<file path="src/rtl/syn_fifo.sv">
// Synchronous single-clock FIFO with registered read data and any depth >= 2.
// Status flags are decoded from the registered occupancy count only.
module syn_fifo #(
  parameter int DEP = 4,
  parameter int WID = 8
) (
  input  logic           clk,
  input  logic           rst,
  input  logic           wr_i,
  input  logic           rd_i,
  input  logic [WID-1:0] wdata,
  output logic [WID-1:0] rdata,
  output logic           overflow_o,
  empty_o
);

  localparam int PW = (DEP > 1) ? $clog2(DEP) : 1;
  localparam int CW = $clog2(DEP + 1);

  localparam logic [PW-1:0] PTR_LAST = PW'(DEP - 1);
  localparam logic [CW-1:0] CNT_FULL = CW'(DEP);

  logic [WID-1:0] mem_q [DEP];
  logic [PW-1:0]  wptr_q, wptr_d;
  logic [PW-1:0]  rptr_q, rptr_d;
  logic [CW-1:0]  cnt_q,  cnt_d;
  logic [WID-1:0] rdata_q, rdata_d;

  logic full, empty;
  logic rd_acc, wr_acc;

  assign full  = (cnt_q == CNT_FULL);
  assign empty = (cnt_q == '0);

  // A full FIFO still takes a write when a read frees a slot on the same edge.
  assign rd_acc = rd_i && !empty;
  assign wr_acc = wr_i && (!full || rd_acc);

  function automatic logic [PW-1:0] ptr_inc(input logic [PW-1:0] p);
    return (p == PTR_LAST) ? '0 : p + 1'b1;
  endfunction

  always_comb begin
    // NOTE: every combinational output gets a default first so no path leaves it unassigned (no latch).
    wptr_d  = wptr_q;
    rptr_d  = rptr_q;
    cnt_d   = cnt_q;
    rdata_d = rdata_q;

    if (wr_acc) wptr_d = ptr_inc(wptr_q);

    if (rd_acc) begin
      rptr_d  = ptr_inc(rptr_q);
      rdata_d = mem_q[rptr_q];
    end

    unique case ({wr_acc, rd_acc})
      2'b10:   cnt_d = cnt_q + 1'b1;
      2'b01:   cnt_d = cnt_q - 1'b1;
      default: cnt_d = cnt_q;
    endcase
  end

  // NOTE: sequential state uses non-blocking assignments so all registers update from pre-edge values.
  always_ff @(posedge clk or negedge rst) begin
    if (!rst) begin
      wptr_q  <= '0;
      rptr_q  <= '0;
      cnt_q   <= '0;
      rdata_q <= '0;
    end else begin
      wptr_q  <= wptr_d;
      rptr_q  <= rptr_d;
      cnt_q   <= cnt_d;
      rdata_q <= rdata_d;
    end
  end

  // NOTE: storage is deliberately not reset; cleared pointers and count keep stale entries unreachable.
  always_ff @(posedge clk) begin
    if (wr_acc) mem_q[wptr_q] <= wdata;
  end

  assign rdata      = rdata_q;
  assign overflow_o = full;
  assign empty_o    = empty;

endmodule

</file>
<file path="config.mk">
export PLATFORM = sky130hd
export DESIGN_NAME = syn_fifo
export DESIGN_NICKNAME = d
export VERILOG_FILES = /design/src/rtl/syn_fifo.sv
export SDC_FILE = /design/constraint.sdc
export NUM_CORES = 1
export LEC_CHECK = 0
export ABC_AREA = 0
export CORE_MARGIN = 3
export CORE_UTILIZATION = 45
export DETAILED_ROUTE_END_ITERATION = 8
export GPL_TIMING_DRIVEN = 0
export HOLD_SLACK_MARGIN = 0.15
export PLACE_DENSITY = 0.72
export SKIP_CTS_REPAIR_TIMING = 1
export SYNTH_ARGS = -nofsm -noshare
export SYNTH_HDL_FRONTEND = slang
export SYNTH_SLANG_ARGS = --single-unit
</file>
<file path="constraint.sdc">
create_clock -name clk -period 3 [get_ports clk]
set_input_delay 0.45 -clock clk [delete_from_list [all_inputs] [get_ports clk]]
set_output_delay 0.45 -clock clk [all_outputs]
set_load 0.03 [all_outputs]
</file>
==> flow_metrics.tcl <==
set metrics [dict create \
    hold_violations 0 \
    synth_top_family_by_area "multiplexers" \
    syn_area_mm2 0.00191 \
    die_x_um 71.2 \
    setup_viol 0 \
    routedWlPerCell_um 16.8 \
    io_pins 22 \
    synth_compound_area_frac 0.0157 \
    gp_congestion 0.707 \
    antenna_left 0 \
    synth_fa_ha_area_frac 0.0497 \
    core_mm2 0.00406 \
    worstSetupEndpointType "output pin" \
    path_delay_family "buffers and inverters" \
    yosys.area_share.simple 0.0295 \
    tns_ns 0 \
    ir_drop_v 0.000371 \
    synth_top_area_cell "edfxtp_1" \
    drive_above_1_share 0.248 \
    critPathMaxFanout 5 \
    final_net_count 147 \
    clock_skew_ns 0.00720 \
    vias_per_cell 5.17 \
    max_stage_delay_ns 0.67 \
    critPathKind "flop to output pin" \
    drtIter0Drc 60 \
    synthXorXnorAreaFrac 0.0137 \
    synth_top_area_frac 0.503 \
    min_period_ns 2.34 \
    tightest_slew_ns 0.718 \
    synth_cell_type_count 21 \
    synth_fp_nets 119 \
    overflow 0 \
    netlist_top_cells_area "edfxtp_1, dfrtp_1, mux4_2, mux2_2, ha_1" \
    area_delta_synth_final_pct 18.5 \
    num_rows 23 \
    cts_tree "built" \
    cts_buffer_depth 2 \
    hp-class "flop to flop" \
    yosys_warnings 0 \
    finalCritPeriodShare 0.780 \
    portBuffers 21 \
    synth-seq-area-share 0.699 \
    first_pass_iters 3 \
    vias 925 \
    diodes 0 \
    rsz0062_at_grt "false" \
    grt_pass1_wl_um 5040 \
    die_y_um 71.2 \
    wl_um 3000 \
    grtUsageTotal 0.135 \
    synthCells 100 \
    muxShareOfSynthArea 0.168 \
    ys_ff_latch 47 \
    crit_chain "or3b_1, inv_1, clkdlybuf4s50_1" \
    grt_antenna_before_repair 0 \
    outcome "finished clean" \
    finalMaxSlewViolations 0 \
    required_ns 2.55 \
    cts-root-buf "clkbuf_8" \
    cts_sinks 47 \
    worstSetupStartpointType "flop" \
    cts_htree_levels 2 \
    numCtsBuffers 5 \
    first_global_vias 986 \
    power.density_mw_per_mm2 965 \
    power.total_mw 2.19 \
    crit_buf_inv 2 \
    clkTransAtPathRegs_ns 0.08 \
    p_leak_nw 0.857 \
    slew_headroom 0.520 \
    syn_avg_cell_area_um2 19.1 \
    fmax_mhz 427 \
    cap_violations 0 \
    clock_latency_ns 0.29 \
    critical_path_arrival_ns 1.89 \
    place_hpwl_um 2050 \
    crit_path_top_delay_cell "clkdlybuf4s50_1" \
    drc 0 \
    dieArea_mm2 0.00507 \
    initial_core_util 0.471 \
    grt_max_degree 16 \
]
-- cells in the final DEF (no fill, tap or decap), types with 2 or more instances in the layout --
master / synthesis / routed
nor2_1: 2 / 2
and2_2: 4 / 4
mux2_2: 9 / 9
nor3_1: 2 / 2
xor2_1: 2 / 2
inv_1: 8 / 8
mux4_2: 8 / 8
dfrtp_1: 15 / 15
edfxtp_1: 32 / 32
clkbuf_8: 0 / 5
clkbuf_1: 1 / 2
clkdlybuf4s50_1: 0 / 21
ha_1: 6 / 6
mux2_4: 2 / 2
-- synthesized netlist by cell type --
| cell type | number |
|---|---|
| edfxtp_1 | 32 |
| dfrtp_1 | 15 |
| mux2_2 | 9 |
| inv_1 | 8 |
| mux4_2 | 8 |
| ha_1 | 6 |
| and2_2 | 4 |
| mux2_4 | 2 |
| nor2_1 | 2 |
| nor3_1 | 2 |
| xor2_1 | 2 |
| a21o_1 | 1 |
| buf_2 | 1 |
| buf_4 | 1 |
| clkbuf_1 | 1 |
| fa_1 | 1 |
| mux2i_1 | 1 |
| o21a_4 | 1 |
| o31ai_1 | 1 |
| or3b_1 | 1 |
| xnor2_1 | 1 |
-- where the power goes --
part / total (mW) / switching, mW / internal, mW / leakage [nW]
combinational: 0.845 / 0.421 / 0.424 / 0.345
sequential: 0.985 / 0.0892 / 0.895 / 0.470
clock: 0.357 / 0.196 / 0.161 / 0.0426
-- through the flow --
stage | utilization | setup slack, ns | hold slack (ns) | instance area (um^2) | instances
floorplan | - | 0.889 | 0.154 | 1910 | 100
global placement | 0.538 | 0.576 | 0.487 | 2180 | 171
detailed placement | 0.538 | 0.515 | 0.491 | 2180 | 171
CTS | 0.558 | 0.640 | 0.510 | 2270 | 179
global route | 0.558 | 0.598 | 0.526 | 2270 | 179
finish | 0.558 | 0.659 | 0.507 | 2270 | 179
-- final timing paths --
path	startpoint	endpoint	slack [ns]	cells past startpoint
max in group asynchronous	rst	rptr_q[1]	1.96	1
hold reg to reg	rdata[0]	rdata[0]	0.51	1
hold / removal	rdata[0]	rdata[0]	0.51	1
min in group asynchronous	rst	rdata[6]	0.59	1
setup reg to reg	cnt_q[0]	cnt_q[2]	0.74	9
setup / recovery	cnt_q[0]	overflow_o	0.66	3
-- registers in the layout, summed over array words and instances (netlist names) --
name,flops
cnt_q,3
wptr_q,2
rdata,8
rptr_q,2
mem_q,32
-- kinds of logic (layout without fill, tap and decap cells) --
| logic type | after synthesis | after routing |
|---|---|---|
| DFF | 47 | 47 |
| muxes | 20 | 20 |
| buffers and inverters | 11 | 40 |
| and+or+nand+nor | 9 | 9 |
| adders and majority gates | 7 | 7 |
| AOI/OAI and AO/OA | 3 | 3 |
| xor gates and xnor gates | 3 | 3 |
-- final cells by class --
| cell class | count | area (um^2) |
|---|---|---|
| Inverter | 8 | 30.0 |
| Multi-Input combinational cell | 42 | 529 |
| Fill cell | 306 | 1790 |
| Buffer | 3 | 16.3 |
| Timing Repair Buffer | 21 | 210 |
| Clock inverter | 2 | 8.76 |
| Tap cell | 50 | 62.6 |
| Sequential cell | 47 | 1340 |
| Clock buffer | 6 | 72.6 |
-- worst reg2reg max path, delay by kind of cell, from the launching register on --
family / cells / cell delay (ns)
AO/OA/AOI/OAI: 1 / 0.25
adder cells (fa/ha/maj): 2 / 0.54
XOR/XNOR: 2 / 0.30
buffers and inverters: 2 / 0.12
flip-flops: 1 / 0.44
AND/OR/NAND/NOR: 2 / 0.54
-- routing by layer --
metal  track usage  share of wire  vias up
met5             0              0        -
met4        0.0438         0.0097        0
met3        0.0469          0.024        2
met2         0.226           0.54       11
met1         0.164           0.43      486
li1              -              -      426
No activity file was read; power rests on OpenSTA's default activity.
